`src/rtl/mo_mul_lanes.sv`:
```
`default_nettype none
// ============================================================================
// Module   : mo_mul_lanes
// Purpose  : Multi-lane, fully pipelined radix-2 Montgomery multiplier
//            (MWR2MM) with valid/ready flow control. Each lane computes
//            res = a * b * 2^-WIDTH mod Q. A credit-checked output FIFO
//            absorbs downstream stalls, so the arithmetic pipeline never stalls.
//
// Ports    : clk        rising-edge clock
//            rst_n      synchronous reset, active-low
//            in_valid   input beat valid
//            in_ready   block can accept a beat this cycle
//            in_a       multiplicands, lane k at [k*DATA_WIDTH +: DATA_WIDTH]
//            in_b       multipliers,   lane k at [k*WIDTH +: WIDTH]
//            out_valid  out_res valid (head of output FIFO)
//            out_ready  downstream accepts
//            out_res    results, same lane packing as in_a
//            busy       any beat in flight or buffered
//
// Build option:
//            MO_MUL_LANES_FULL_REDUCE_EN  adds a final res>=Q ? res-Q : res
//                                         stage (output strictly 0..Q-1,
//                                         latency +1).
//
// Latency  : LAT = ceil(WIDTH/ITER_PER_FF) + 2 (+1 with full reduce) cycles
//            from accept to FIFO write; out_valid rises one cycle later.
//
// Revision : 1.0  initial release
// ============================================================================
module mo_mul_lanes #(
  parameter int LANES       = 2,
  parameter int DATA_WIDTH  = 12,
  parameter int WIDTH       = DATA_WIDTH,
  parameter int ITER_PER_FF = 3,
  parameter int OBUF_DEPTH  = 8,
  parameter int Q           = 3329
) (
  input  logic                        clk,
  input  logic                        rst_n,
  input  logic                        in_valid,
  output logic                        in_ready,
  input  logic [LANES*DATA_WIDTH-1:0] in_a,
  input  logic [LANES*WIDTH-1:0]      in_b,
  output logic                        out_valid,
  input  logic                        out_ready,
  output logic [LANES*DATA_WIDTH-1:0] out_res,
  output logic                        busy
);

  // --------------------------------------------------------------------------
  // Derived constants
  // --------------------------------------------------------------------------
  // Accumulator keeps the invariant S < 2Q; the pre-shift sum S + a + Q stays
  // below 4Q, hence two guard bits over DATA_WIDTH.
  localparam int SW   = DATA_WIDTH + 2;
  localparam int NSTG = (WIDTH + ITER_PER_FF - 1) / ITER_PER_FF;
`ifdef MO_MUL_LANES_FULL_REDUCE_EN
  localparam int FR_STAGES = 1;
`else
  localparam int FR_STAGES = 0;
`endif
  localparam int LAT = NSTG + 2 + FR_STAGES;
  localparam int PW  = (OBUF_DEPTH > 1) ? $clog2(OBUF_DEPTH) : 1;
  localparam int CW  = $clog2(OBUF_DEPTH + 1);

  localparam logic [SW-1:0] Q_S      = SW'(Q);
  localparam logic [PW-1:0] PTR_LAST = PW'(OBUF_DEPTH - 1);
  localparam logic [CW-1:0] DEPTH_C  = CW'(OBUF_DEPTH);

  typedef logic [LANES-1:0][SW-1:0]         acc_t;
  typedef logic [LANES-1:0][DATA_WIDTH-1:0] opa_t;
  typedef logic [LANES-1:0][WIDTH-1:0]      opb_t;

  // --------------------------------------------------------------------------
  // Helpers
  // --------------------------------------------------------------------------
  // One MWR2MM iteration: S += b_i ? a : 0; if S odd, S += Q; S >>= 1.
  function automatic logic [SW-1:0] mwr2mm_step(input logic [SW-1:0]         s,
                                                input logic [DATA_WIDTH-1:0] a,
                                                input logic                  bit_i);
    logic [SW-1:0] t;
    t = s + (bit_i ? {2'b00, a} : '0);
    if (t[0]) begin
      t = t + Q_S;
    end
    return {1'b0, t[SW-1:1]};
  endfunction

  // Bit select through a shift so unrolled out-of-range indices read as 0.
  function automatic logic bit_at(input logic [WIDTH-1:0] v, input int idx);
    logic [WIDTH-1:0] t;
    t = v >> idx;
    return t[0];
  endfunction

  function automatic logic [PW-1:0] next_ptr(input logic [PW-1:0] p);
    return (p == PTR_LAST) ? '0 : p + 1'b1;
  endfunction

  // --------------------------------------------------------------------------
  // Handshake / credit
  // --------------------------------------------------------------------------
  logic [LAT-1:0] vld_q, vld_d;
  logic [CW-1:0]  cnt_q, cnt_d;   // entries held in the output FIFO
  logic [CW-1:0]  occ_q, occ_d;   // FIFO entries plus beats in the pipeline
  logic [PW-1:0]  wr_ptr_q, wr_ptr_d;
  logic [PW-1:0]  rd_ptr_q, rd_ptr_d;
  logic           accept;
  logic           deliver;
  logic           wr_en;

  // occ_q tracks fifo_count + inflight as one counter: a pipeline-to-FIFO
  // move leaves it unchanged, so it only moves on accept and deliver.
  assign in_ready  = rst_n && (occ_q < DEPTH_C);
  assign accept    = in_valid && in_ready;
  assign out_valid = (cnt_q != '0);
  assign deliver   = out_valid && out_ready;
  assign busy      = (occ_q != '0);
  assign wr_en     = vld_q[LAT-1];

  // --------------------------------------------------------------------------
  // Iteration stages: ITER_PER_FF unrolled iterations per register
  // --------------------------------------------------------------------------
  for (genvar g = 0; g < NSTG; g++) begin : g_stg
    acc_t s_in;
    acc_t s_d;
    acc_t s_q;
    opa_t a_in;
    opb_t b_in;

    if (g == 0) begin : g_src
      assign s_in = '0;
      assign a_in = in_a;
      assign b_in = in_b;
    end else begin : g_src
      assign s_in = g_stg[g-1].s_q;
      assign a_in = g_stg[g-1].g_fwd.a_q;
      assign b_in = g_stg[g-1].g_fwd.b_q;
    end

    always_comb begin
      s_d = s_in;
      for (int l = 0; l < LANES; l++) begin
        for (int k = 0; k < ITER_PER_FF; k++) begin
          // The last stage may carry fewer than ITER_PER_FF iterations.
          if (g * ITER_PER_FF + k < WIDTH) begin
            s_d[l] = mwr2mm_step(s_d[l], a_in[l], bit_at(b_in[l], g * ITER_PER_FF + k));
          end
        end
      end
    end

    always_ff @(posedge clk) begin
      s_q <= s_d;
    end

    // Operands only travel as far as the last stage that still consumes them.
    if (g < NSTG - 1) begin : g_fwd
      opa_t a_q;
      opb_t b_q;
      always_ff @(posedge clk) begin
        a_q <= a_in;
        b_q <= b_in;
      end
    end
  end

  // --------------------------------------------------------------------------
  // Reduce stage: final accumulator minus Q (two's complement, sign = MSB).
  // S is in [0,2Q), so the difference is in [-Q,Q).
  // --------------------------------------------------------------------------
  acc_t red_q;
  always_ff @(posedge clk) begin
    for (int l = 0; l < LANES; l++) begin
      red_q[l] <= g_stg[NSTG-1].s_q[l] - Q_S;
    end
  end

  // --------------------------------------------------------------------------
  // Correction stage: add Q back when negative.
  // --------------------------------------------------------------------------
  opa_t cor_q;
  always_ff @(posedge clk) begin
    for (int l = 0; l < LANES; l++) begin
      cor_q[l] <= red_q[l][SW-1] ? DATA_WIDTH'(red_q[l] + Q_S)
                                 : red_q[l][DATA_WIDTH-1:0];
    end
  end

  opa_t res_w;

`ifdef MO_MUL_LANES_FULL_REDUCE_EN
  localparam logic [DATA_WIDTH-1:0] Q_D = DATA_WIDTH'(Q);
  opa_t fr_q;
  always_ff @(posedge clk) begin
    for (int l = 0; l < LANES; l++) begin
      fr_q[l] <= (cor_q[l] >= Q_D) ? cor_q[l] - Q_D : cor_q[l];
    end
  end
  assign res_w = fr_q;
`else
  assign res_w = cor_q;
`endif

  // --------------------------------------------------------------------------
  // Control state: valid shift register, FIFO pointers and counters
  // --------------------------------------------------------------------------
  always_comb begin
    vld_d    = {vld_q[LAT-2:0], accept};
    wr_ptr_d = wr_ptr_q;
    rd_ptr_d = rd_ptr_q;
    if (wr_en) begin
      wr_ptr_d = next_ptr(wr_ptr_q);
    end
    if (deliver) begin
      rd_ptr_d = next_ptr(rd_ptr_q);
    end
    // Write and read in the same cycle leave the count unchanged, even full.
    cnt_d = cnt_q + CW'(wr_en) - CW'(deliver);
    occ_d = occ_q + CW'(accept) - CW'(deliver);
  end

  always_ff @(posedge clk) begin
    if (!rst_n) begin
      vld_q    <= '0;
      wr_ptr_q <= '0;
      rd_ptr_q <= '0;
      cnt_q    <= '0;
      occ_q    <= '0;
    end else begin
      vld_q    <= vld_d;
      wr_ptr_q <= wr_ptr_d;
      rd_ptr_q <= rd_ptr_d;
      cnt_q    <= cnt_d;
      occ_q    <= occ_d;
    end
  end

  // --------------------------------------------------------------------------
  // Output FIFO storage (show-ahead: head entry drives out_res directly)
  // --------------------------------------------------------------------------
  opa_t mem_q [OBUF_DEPTH];
  opa_t head_w;

  always_ff @(posedge clk) begin
    if (wr_en) begin
      mem_q[wr_ptr_q] <= res_w;
    end
  end

  // Storage is never reset, so an empty FIFO forces the output to zero.
  assign head_w  = out_valid ? mem_q[rd_ptr_q] : '0;
  assign out_res = head_w;

endmodule
`default_nettype wire

```
`config.mk`:
```
export PLATFORM = sky130hd
export DESIGN_NAME = mo_mul_lanes
export DESIGN_NICKNAME = d
export VERILOG_FILES = /design/src/rtl/mo_mul_lanes.sv
export SDC_FILE = /design/constraint.sdc
export NUM_CORES = 1
export LEC_CHECK = 0
export CORE_UTILIZATION = 60
export CTS_CLUSTER_DIAMETER = 80
export DETAILED_ROUTE_END_ITERATION = 7
export PLACE_DENSITY = 0.85
export SYNTH_ARGS = -nofsm -noshare
export SYNTH_HDL_FRONTEND = slang
export SYNTH_SLANG_ARGS = --single-unit
```
`constraint.sdc`:
```
create_clock -name clk -period 7.1 [get_ports clk]
set_input_delay 1.42 -clock clk [delete_from_list [all_inputs] [get_ports clk]]
set_output_delay 1.42 -clock clk [all_outputs]
set_load 0.05 [all_outputs]
```
# [After elaboration in Yosys (flattened, before gate mapping)]
# Memories as Yosys holds them, arrays and structs flattened. A register that Yosys moved wholly into a read port is not among the register bits.
# Cells that the tools add are included.
[totals] register_bits=320 ramBits=192 in_bits=52 output_inout_bits=27 word_cells=151 mem_count=1
[mem_list] name="mem_q" depth=8 word_bits=24 read_ports=1 rd_clocked_by_memory_dff=1 wr=1 line="242" text="opa_t mem_q [OBUF_DEPTH];"
[op_classes] n_addsub=56 n_lt_le_gt_ge=1 eq_ne=2 n_mux=57 n_reduce_logical=5
[op_table] cell="$mux W14" n=24
[op_table] cell="$mux W12" n=26
[op_table] cell="$add A13 B12 Y14" n=22
[op_table] cell="$add A14 B12 Y14 const B" n=22
[op_table] cell="$sub A13 B12 Y14 const B" n=2
[op_table] cell="$add A12 B12 Y13 const B" n=2
[op_table] cell="$add A12 B12 Y12 const B" n=2
[op_table] cell="$mux W24" n=1
[op_table] cell="$mux W3" n=4
[op_table] cell="$add A4 B1 Y4" n=2
[op_table] cell="$reduce_bool A4 Y1" n=2
[op_table] cell="$sub A4 B1 Y4" n=2
[op_table] cell="$add A3 B1 Y3 const B" n=2
[op_table] cell="$eq A3 B3 Y1 const B" n=2
[op_table] cell="$lt A4 B4 Y1 const B" n=1
[op_table] cell="$logic_and A1 B1 Y1" n=3
[op_table] cell="$mux W1" n=2

# [Depth between registers and ports, before layout]
# Gate-level depths: netlist of the first run.
[logic_depth] ltp_word=10 ltp_mapped=30

# [Least setup slack after synthesis of the first run]
# OpenSTA, ideal clock, no wires.
[synth_timing] kind="input -> register" from="input in_b[12]" to="register g_stg[0].s_q[25] in the netlist's numbering" t_arrival_ns=5.863 slack_ns=1.105 path_stages=25 cell_sequence="clkbuf_1 and2_1 ha_1 nand2_1 xor2_1 nor2b_1 ha_1 a21o_1 a21oi_1 o21ai_1 a21oi_1 o21ai_1 xnor2_1 or4_1 nand2_1 xnor2_1 ha_1 a21o_1 a31oi_1 nor2b_1 o41ai_1 xnor2_1 o21ai_0 o21ai_0 xor3_1"
[synth_rtl] item="start: declaration" line="43" text="input logic [LANES*WIDTH-1:0] in_b,"
[synth_rtl] item="end signal: assignment" line="154" text="s_q <= s_d;"
[synth_rtl] item="end: declaration" line="127" text="acc_t s_q;"

==> results of run 1 <==
[per-stage QoR]
| step | setup slack [ns] | util | cell area [sq um] | instances | hold WS (ns) |
|---|---|---|---|---|---|
| after CTS | 0.486 | 0.668 | 37800 | 4566 | 0.314 |
| after detailed placement | 0.265 | 0.639 | 36200 | 4471 | 0.312 |
| after global routing | 0.0296 | 0.668 | 37800 | 4566 | 0.320 |
| final | 0.508 | 0.668 | 37800 | 4566 | 0.319 |
| after global placement | 0.394 | 0.639 | 36200 | 4471 | 0.310 |
| after floorplan | 1.11 | - | 34600 | 3694 | 0.310 |
[layout by cell type (no fill, tap or decap), drive strengths merged, types with 53 or more instances in the layout]
master,instances
a21o,65
a21oi,175
and2,306
and3,53
clkbuf,66
clkdlybuf4s50,78
dfxtp,285
edfxtp,192
ha,312
inv,223
nand2,247
nand2b,55
nand3,93
nor2,214
nor2b,65
nor3,70
o21a,63
o21ai,138
xnor2,309
xor2,163
[flip-flops by register name, indices dropped and copies added, names as in the netlist, named ones only]
register and flops:
g_stg.g_fwd.a_q 72, occ_q 4, rd_ptr_q 3, g_stg.s_q 104, mem_q 192, g_stg.g_fwd.b_q 36, cnt_q 4, vld_q 6
wr_ptr_q 3, red_q 26, cor_q 24
[Yosys cell counts, drive strengths merged, types with 18 or more instances]
library cell | number | share of area
a211oi | 29 | 0.0067
a21boi | 32 | 0.0069
a21o | 65 | 0.014
a21oi | 175 | 0.026
a311oi | 18 | 0.0046
a31oi | 20 | 0.0036
and2 | 306 | 0.055
and3 | 53 | 0.0096
clkbuf | 56 | 0.0061
dfxtp | 285 | 0.17
edfxtp | 192 | 0.17
fa | 24 | 0.014
ha | 312 | 0.11
inv | 218 | 0.024
mux2i | 43 | 0.012
mux4 | 48 | 0.031
nand2 | 247 | 0.027
nand2b | 55 | 0.010
nand3 | 93 | 0.013
nand4 | 30 | 0.0054
nor2 | 214 | 0.023
nor2b | 65 | 0.012
nor3 | 70 | 0.010
nor4 | 22 | 0.0043
o211ai | 26 | 0.0056
o21a | 63 | 0.014
o21ai | 138 | 0.020
o21bai | 22 | 0.0049
o31ai | 27 | 0.0060
or2 | 19 | 0.0034
or3 | 22 | 0.0041
xnor2 | 309 | 0.078
xor2 | 163 | 0.041
[worst max-delay path: stages, from the launching register on]
cell      delay, ns
dfxtp_1        0.40
and2_1         0.19
ha_1           0.21
fa_1           0.43
a211oi_1       0.34
o21ai_1        0.17
a31o_1         0.25
a21oi_2        0.14
xor2_1         0.35
nand3_1        0.15
xor2_1         0.17
ha_1           0.40
mux2_2         0.36
a311oi_1       0.27
o311ai_2       0.20
a221oi_1       0.31
nand2_1        0.12
xnor2_1        0.15
ha_1           0.37
or4b_1         0.45
nand3_1        0.15
nor2_1         0.09
a21boi_0       0.26
mux2_2         0.37
a211oi_1       0.19
[metal layers]
layer / vias to the layer above / share of wire / global-route usage
met5: - / 0 / 0
met4: 0 / 0.019 / 0.0672
met3: 111 / 0.037 / 0.0250
met2: 485 / 0.51 / 0.456
met1: 12600 / 0.43 / 0.292
li1: 13400 / - / -
[worst max path at each step]
| stage | end | depth (start not counted) |
|---|---|---|
| finish | g_stg[1].s_q[12] | 24 |
| global route | g_stg[2].s_q[12] | 26 |
| CTS | g_stg[2].s_q[12] | 23 |
| detailed placement | g_stg[0].s_q[25] | 23 |
| global placement | g_stg[0].s_q[25] | 25 |
| floorplan | g_stg[0].s_q[25] | 25 |
[logic make-up after synthesis]
kind of cell	count (synthesis)	synth area share
and+or+nand+nor	1256	0.192
AOI/OAI and AO/OA	760	0.150
DFF	477	0.332
xor gates and xnor gates	473	0.120
adders and majority gates	336	0.127
buffers and inverters	291	0.0320
muxes	101	0.0470
[final cells by class]
class,count,share of cell area
Clock inverter,29,0.00695
Multi-Input combinational cell,2926,0.582
Clock buffer,66,0.0368
Timing Repair Buffer,94,0.0238
Sequential cell,477,0.303
Inverter,218,0.0216
Tap cell,756,0.0250
==> results.rst, run 1 <==
.. list-table::
   :header-rows: 1

   * - Metric
     - Value
   * - Arrival time reported for the critical path endpoint
     - around 7.1 ns
   * - R2R setup slack
     - 0.51 ns
   * - Fraction of layout cells with a size suffix above 1
     - 0.0562
   * - Total clock buffers created by CTS
     - 51
   * - Number of stages on the worst hold path
     - 0
   * - Register clock-pin slew on the reported worst setup and hold paths
     - 0.06 ns
   * - Effective utilization at floorplan
     - 0.611
   * - Antenna fix cells
     - 0
   * - Sort of element at the end of the critical path
     - flop
   * - Crit Path Max Fanout
     - 12
   * - Area of the core
     - 56,600 sq um
   * - TritonCTS Sinks
     - 477
   * - Category of the worst setup path launch point
     - flop
   * - Clock root buffer
     - clkbuf_16
   * - Dominant register cell in the synthesized netlist
     - dfxtp_1
   * - Synth Net Count
     - 4,082
   * - Worst hold path endpoint
     - g_stg[1].g_fwd.b_q[11]
   * - Number of vias in the routed layout
     - 26,600
   * - Accumulated negative setup slack
     - 0 ns
   * - Overall track demand over capacity in global routing
     - 0.243
   * - Overall die height
     - approximately 240 microns
   * - Warning count from the yosys run
     - 0
   * - Final GP Congestion
     - between 0.8 and 0.9
   * - Overall overflow remaining after global route
     - 0
   * - Post-CTS setup buffers
     - 0
   * - Maximum number of buffers from clock root to sink
     - 3
   * - Sequential-to-total area share from yosys stat
     - 0.332
   * - Fill cell instance count of the final layout
     - 4,386
   * - Number of iterations in the first detailed-routing pass
     - 5
   * - Mapped Cells
     - 3,694
   * - Wire length per cell
     - 15.7 microns
   * - H-tree Lvls
     - 2
   * - Final Net Count
     - a little over 4,000
   * - Max_slew headroom
     - 0.356
   * - Syn Std Cell Area
     - 34,600 sq um
   * - Final Routed Wirelength
     - around 70,000 microns
   * - Final Hold Viols
     - 0
   * - Detailed-route DRC error count
     - 0
   * - Start-to-end type of the worst setup path
     - flop to flop
   * - Slew at the pin with the worst max-slew slack
     - 0.966 ns
   * - Number of pins with negative max-slew slack in the final report
     - 0
   * - Post-route minimum period
     - 6.59 ns
   * - Wire length of the first global-routing pass
     - 120,000 microns
   * - FF/Latch Area
     - 11,500 sq um
   * - Worst Hold Launch
     - g_stg[0].g_fwd.b_q[11]
   * - HPWL after DPL
     - about 53,000 microns
   * - Top achievable clock speed
     - roughly 150 MHz
   * - Post-synth ARST share
     - 0
   * - Depth of the most critical reg-to-reg path
     - 24
   * - Worst-skew pair later-pin latency
     - 0.59 ns
   * - Number of different library cells in the post-synthesis netlist
     - 97
   * - Violation count after the first detailed-routing iteration
     - 1,184
   * - Number of vias per cell after detailed routing
     - roughly 5.8
   * - Cts hold-fix bufs
     - 0
   * - PostCTS Resize Cnt
     - 0
   * - Path type of the worst min-delay path
     - flop to flop
   * - EDFF count, synth
     - between 150 and 200
   * - Number of I/O port buffers
     - between 70 and 80
   * - CTS tree
     - built
   * - Endpoint required time on the critical path
     - 7.60 ns
   * - Launching point of the worst reg2reg path
     - g_stg[0].g_fwd.b_q[3]
   * - Vias in the first global route
     - between 20,000 and 30,000
   * - Num ports
     - 79
   * - CP Launch Point
     - g_stg[0].g_fwd.b_q[3]
   * - Placement Rows
     - between 80 and 90
   * - Die X
     - 242 microns
   * - Worst r2r dst
     - g_stg[1].s_q[12]
   * - Worst clock skew on the final layout
     - 0.0160 ns
   * - Status
     - finished clean
   * - Total of max-cap violations
     - 0
   * - Syn Area/Cell
     - about 9.4 sq um
   * - DIE AREA
     - 58,600 sq um
   * - Unrepaired setup endpoints after global routing
     - no
   * - Number of antenna violations at the first check in global routing
     - 1
   * - Antenna Violating Nets Remaining
     - 0
   * - Synthesis-to-layout area growth
     - 9.43%
   * - Final period utilization
     - 0.929
   * - Footprint of the multi-input gates
     - 22,000 sq um
   * - Maximum number of pins on one net before global-route repair
     - 49
   * - Flops & latches, synth
     - between 400 and 500
   * - Final-report setup violation count
     - 0
Power of run 1 is not shown: default switching activity piles up to over one toggle a cycle in this logic, so the estimate is an artifact.
==> run 2: changes to the inputs <==
CORE_UTILIZATION = 45   (was 60)
PLACE_DENSITY = 0.69   (was 0.85)
==> run 2 against run 1 <==
Effect of this change: sequential cell count did not move; routed wire length is 1.0% lower; clock skew is essentially flat; global-route usage is 5.9 points lower; cell count up 6.2%; critical path type unchanged; highest routed layer is now met5.
==> results.rst, run 2 (same netlist as run 1, synthesis figures left out) <==
.. list-table::
   :header-rows: 1

   * - Metric
     - Value
   * - DIE AREA
     - 77,900 sq um (+33%)
   * - Overall track demand over capacity in global routing
     - 0.184 (-0.0593)
   * - Number of standard cells in the layout, taps in and fillers out
     - 4,851 (+6.2%)
   * - Violation count after the first detailed-routing iteration
     - 1,025 (-13%)
   * - Post-route minimum period
     - 6.57 ns (-0.0261 ns)
   * - Slew at the pin with the worst max-slew slack
     - 0.967 ns (+0.00155 ns)
   * - Crit Path Max Fanout
     - 12 (unchanged)
   * - CTS tree
     - built
   * - Clock root buffer
     - clkbuf_16
   * - Maximum number of pins on one net before global-route repair
     - 49 (unchanged)
   * - Unrepaired setup endpoints after global routing
     - no
   * - Effective utilization at floorplan
     - 0.455 (-0.156)
   * - Number of antenna violations at the first check in global routing
     - 4 (+3)
   * - Accumulated negative setup slack
     - 0 ns (unchanged)
   * - Arrival time reported for the critical path endpoint
     - 7.10 ns (about the same)
   * - Worst-skew pair later-pin latency
     - 0.62 ns (+0.03 ns)
   * - Number of I/O port buffers
     - 78 (unchanged)
   * - Final Net Count
     - 4,163 (+0.17%)
   * - Maximum number of buffers from clock root to sink
     - 3 (unchanged)
   * - Status
     - finished clean
   * - Overall overflow remaining after global route
     - 0 (unchanged)
   * - Final Hold Viols
     - 0 (unchanged)
   * - Final GP Congestion
     - 0.867 (-3.3%)
   * - Placement Rows
     - 101 (+16%)
   * - H-tree Lvls
     - 2 (unchanged)
   * - Final Routed Wirelength
     - 71,100 microns (-1.0%)
   * - Register clock-pin slew on the reported worst setup and hold paths
     - 0.06 ns (about the same)
   * - Worst clock skew on the final layout
     - 0.0163 ns (+0.000276 ns)
   * - HPWL after DPL
     - 54,000 microns (+1.2%)
   * - Register ranked first by flip-flop count
     - mem_q
   * - Max_slew headroom
     - 0.355 (-0.00103)
   * - Number of iterations in the first detailed-routing pass
     - 6 (+1)
   * - Total clock buffers created by CTS
     - 55 (+7.8%)
   * - Die X
     - 279 microns (+15%)
   * - Final design instance area without fill
     - 38,400 sq um (+1.5%)
   * - Top achievable clock speed
     - 152 MHz (+0.40%)
   * - Placed inst area
     - 36,500 sq um (+1.0%)
   * - Antenna fix cells
     - 0 (unchanged)
   * - Wire length per cell
     - 14.7 microns (-6.8%)
   * - Most frequent cells in the layout
     - 312 x ha_1, 309 x xnor2_1, 306 x and2_1
   * - Inst Count DP
     - 4,748 (+6.2%)
   * - Number of pins with negative max-slew slack in the final report
     - 0 (unchanged)
   * - Overall die height
     - 279 microns (+15%)
   * - Largest register FFs
     - 192 (unchanged)
   * - Fraction of layout cells with a size suffix above 1
     - 0.0597 (+0.00350)
   * - Post-CTS setup buffers
     - 0 (unchanged)
   * - Sort of element at the end of the critical path
     - flop
   * - Final period utilization
     - 0.925 (-0.00368)
   * - Area of the core
     - 75,900 sq um (+34%)
   * - Critical path's slowest cell
     - a221oi_1
   * - Antenna Violating Nets Remaining
     - 0 (unchanged)
   * - Detailed-route DRC error count
     - 0 (unchanged)
   * - TritonCTS Sinks
     - 477 (unchanged)
   * - Vias in the first global route
     - 25,100 (-2.3%)
   * - CP max stage delay
     - 0.45 ns (about the same)
   * - Number of vias per cell after detailed routing
     - 5.33 (-8.3%)
   * - Registers with the highest flip-flop counts
     - mem_q x192, g_stg.s_q x104, g_stg.g_fwd.a_q x72
   * - Total of max-cap violations
     - 0 (unchanged)
   * - Number of vias in the routed layout
     - 25,900 (-2.6%)
   * - Cts hold-fix bufs
     - 0 (unchanged)
   * - Wire length of the first global-routing pass
     - 120,000 microns (-0.22%)
   * - Synthesis-to-layout area growth
     - 11.1%
   * - Category of the worst setup path launch point
     - flop
   * - Num ports
     - 79 (unchanged)
   * - Start-to-end type of the worst setup path
     - flop to flop
   * - Path type of the worst min-delay path
     - flop to flop
   * - Final-report setup violation count
     - 0 (unchanged)
   * - Endpoint required time on the critical path
     - 7.63 ns (+0.03 ns)
   * - Most common cell after layout, fill and taps aside
     - ha_1
   * - Fill cell instance count of the final layout
     - 7,023 (+60%)
run 2: cell types whose count changed in the layout (fill, tap and decap cells not counted), sizes merged:
cell,delta
clkinv,+1
bufinv,+2
inv,-1
buf,+3
clkinvlp,+4
clkbuf,+2
run 2: timing repair:
item	in CTS	in global routing
gates resized for setup	0	2
setup endpoints to repair	0	2
endpoints found under the hold margin	0	0
run 2: final timing paths:
check	from	end	slack, ns	cells after the start
worst max-delay path	g_stg[0].g_fwd.b_q[15]	g_stg[1].s_q[26]	0.53	26
worst min-delay path	g_stg[1].g_fwd.b_q[23]	g_stg[2].g_fwd.b_q[23]	0.32	0
worst max register to register	g_stg[0].g_fwd.b_q[15]	g_stg[1].s_q[26]	0.53	26
worst min register to register	g_stg[1].g_fwd.b_q[23]	g_stg[2].g_fwd.b_q[23]	0.32	0
run 2: cell type report:
type	instances	area (sq um)	area share
well taps	1030	1290	0.0335
inverters	218	818	0.0213
repair buffers	97	923	0.0240
flip-flops and latches	477	11500	0.299
multi-input cells	2926	22000	0.573
clock buffers	68	1480	0.0384
clock inverters	35	408	0.0106
run 2: per-stage QoR:
step                      worst slack, ns  utilization  hold slack (ns)
after global routing               0.0330        0.506            0.330
after CTS                           0.584        0.506            0.315
after detailed placement            0.110        0.481            0.313
after global placement              0.332        0.481            0.310
after floorplan                      1.11            -            0.310
final                               0.534        0.506            0.321
run 2: metal layers:
metal	vias up	track usage	part of all wire
li1	13400	-	-
met1	12100	0.225	0.45
met2	328	0.338	0.50
met3	96	0.0213	0.034
met4	4	0.0482	0.019
met5	-	0	0.00038
run 2: worst max-delay path, delay by kind of cell, from the launching register on:
family / cells / cell delay, ns
AO/OA/AOI/OAI: 12 / 3.02
adder cells (fa/ha/maj): 4 / 1.25
AND/OR/NAND/NOR: 6 / 1.10
XOR/XNOR: 3 / 0.55
flip-flops: 1 / 0.40
multiplexers: 1 / 0.14
Power of run 2 is left out for the same reason.
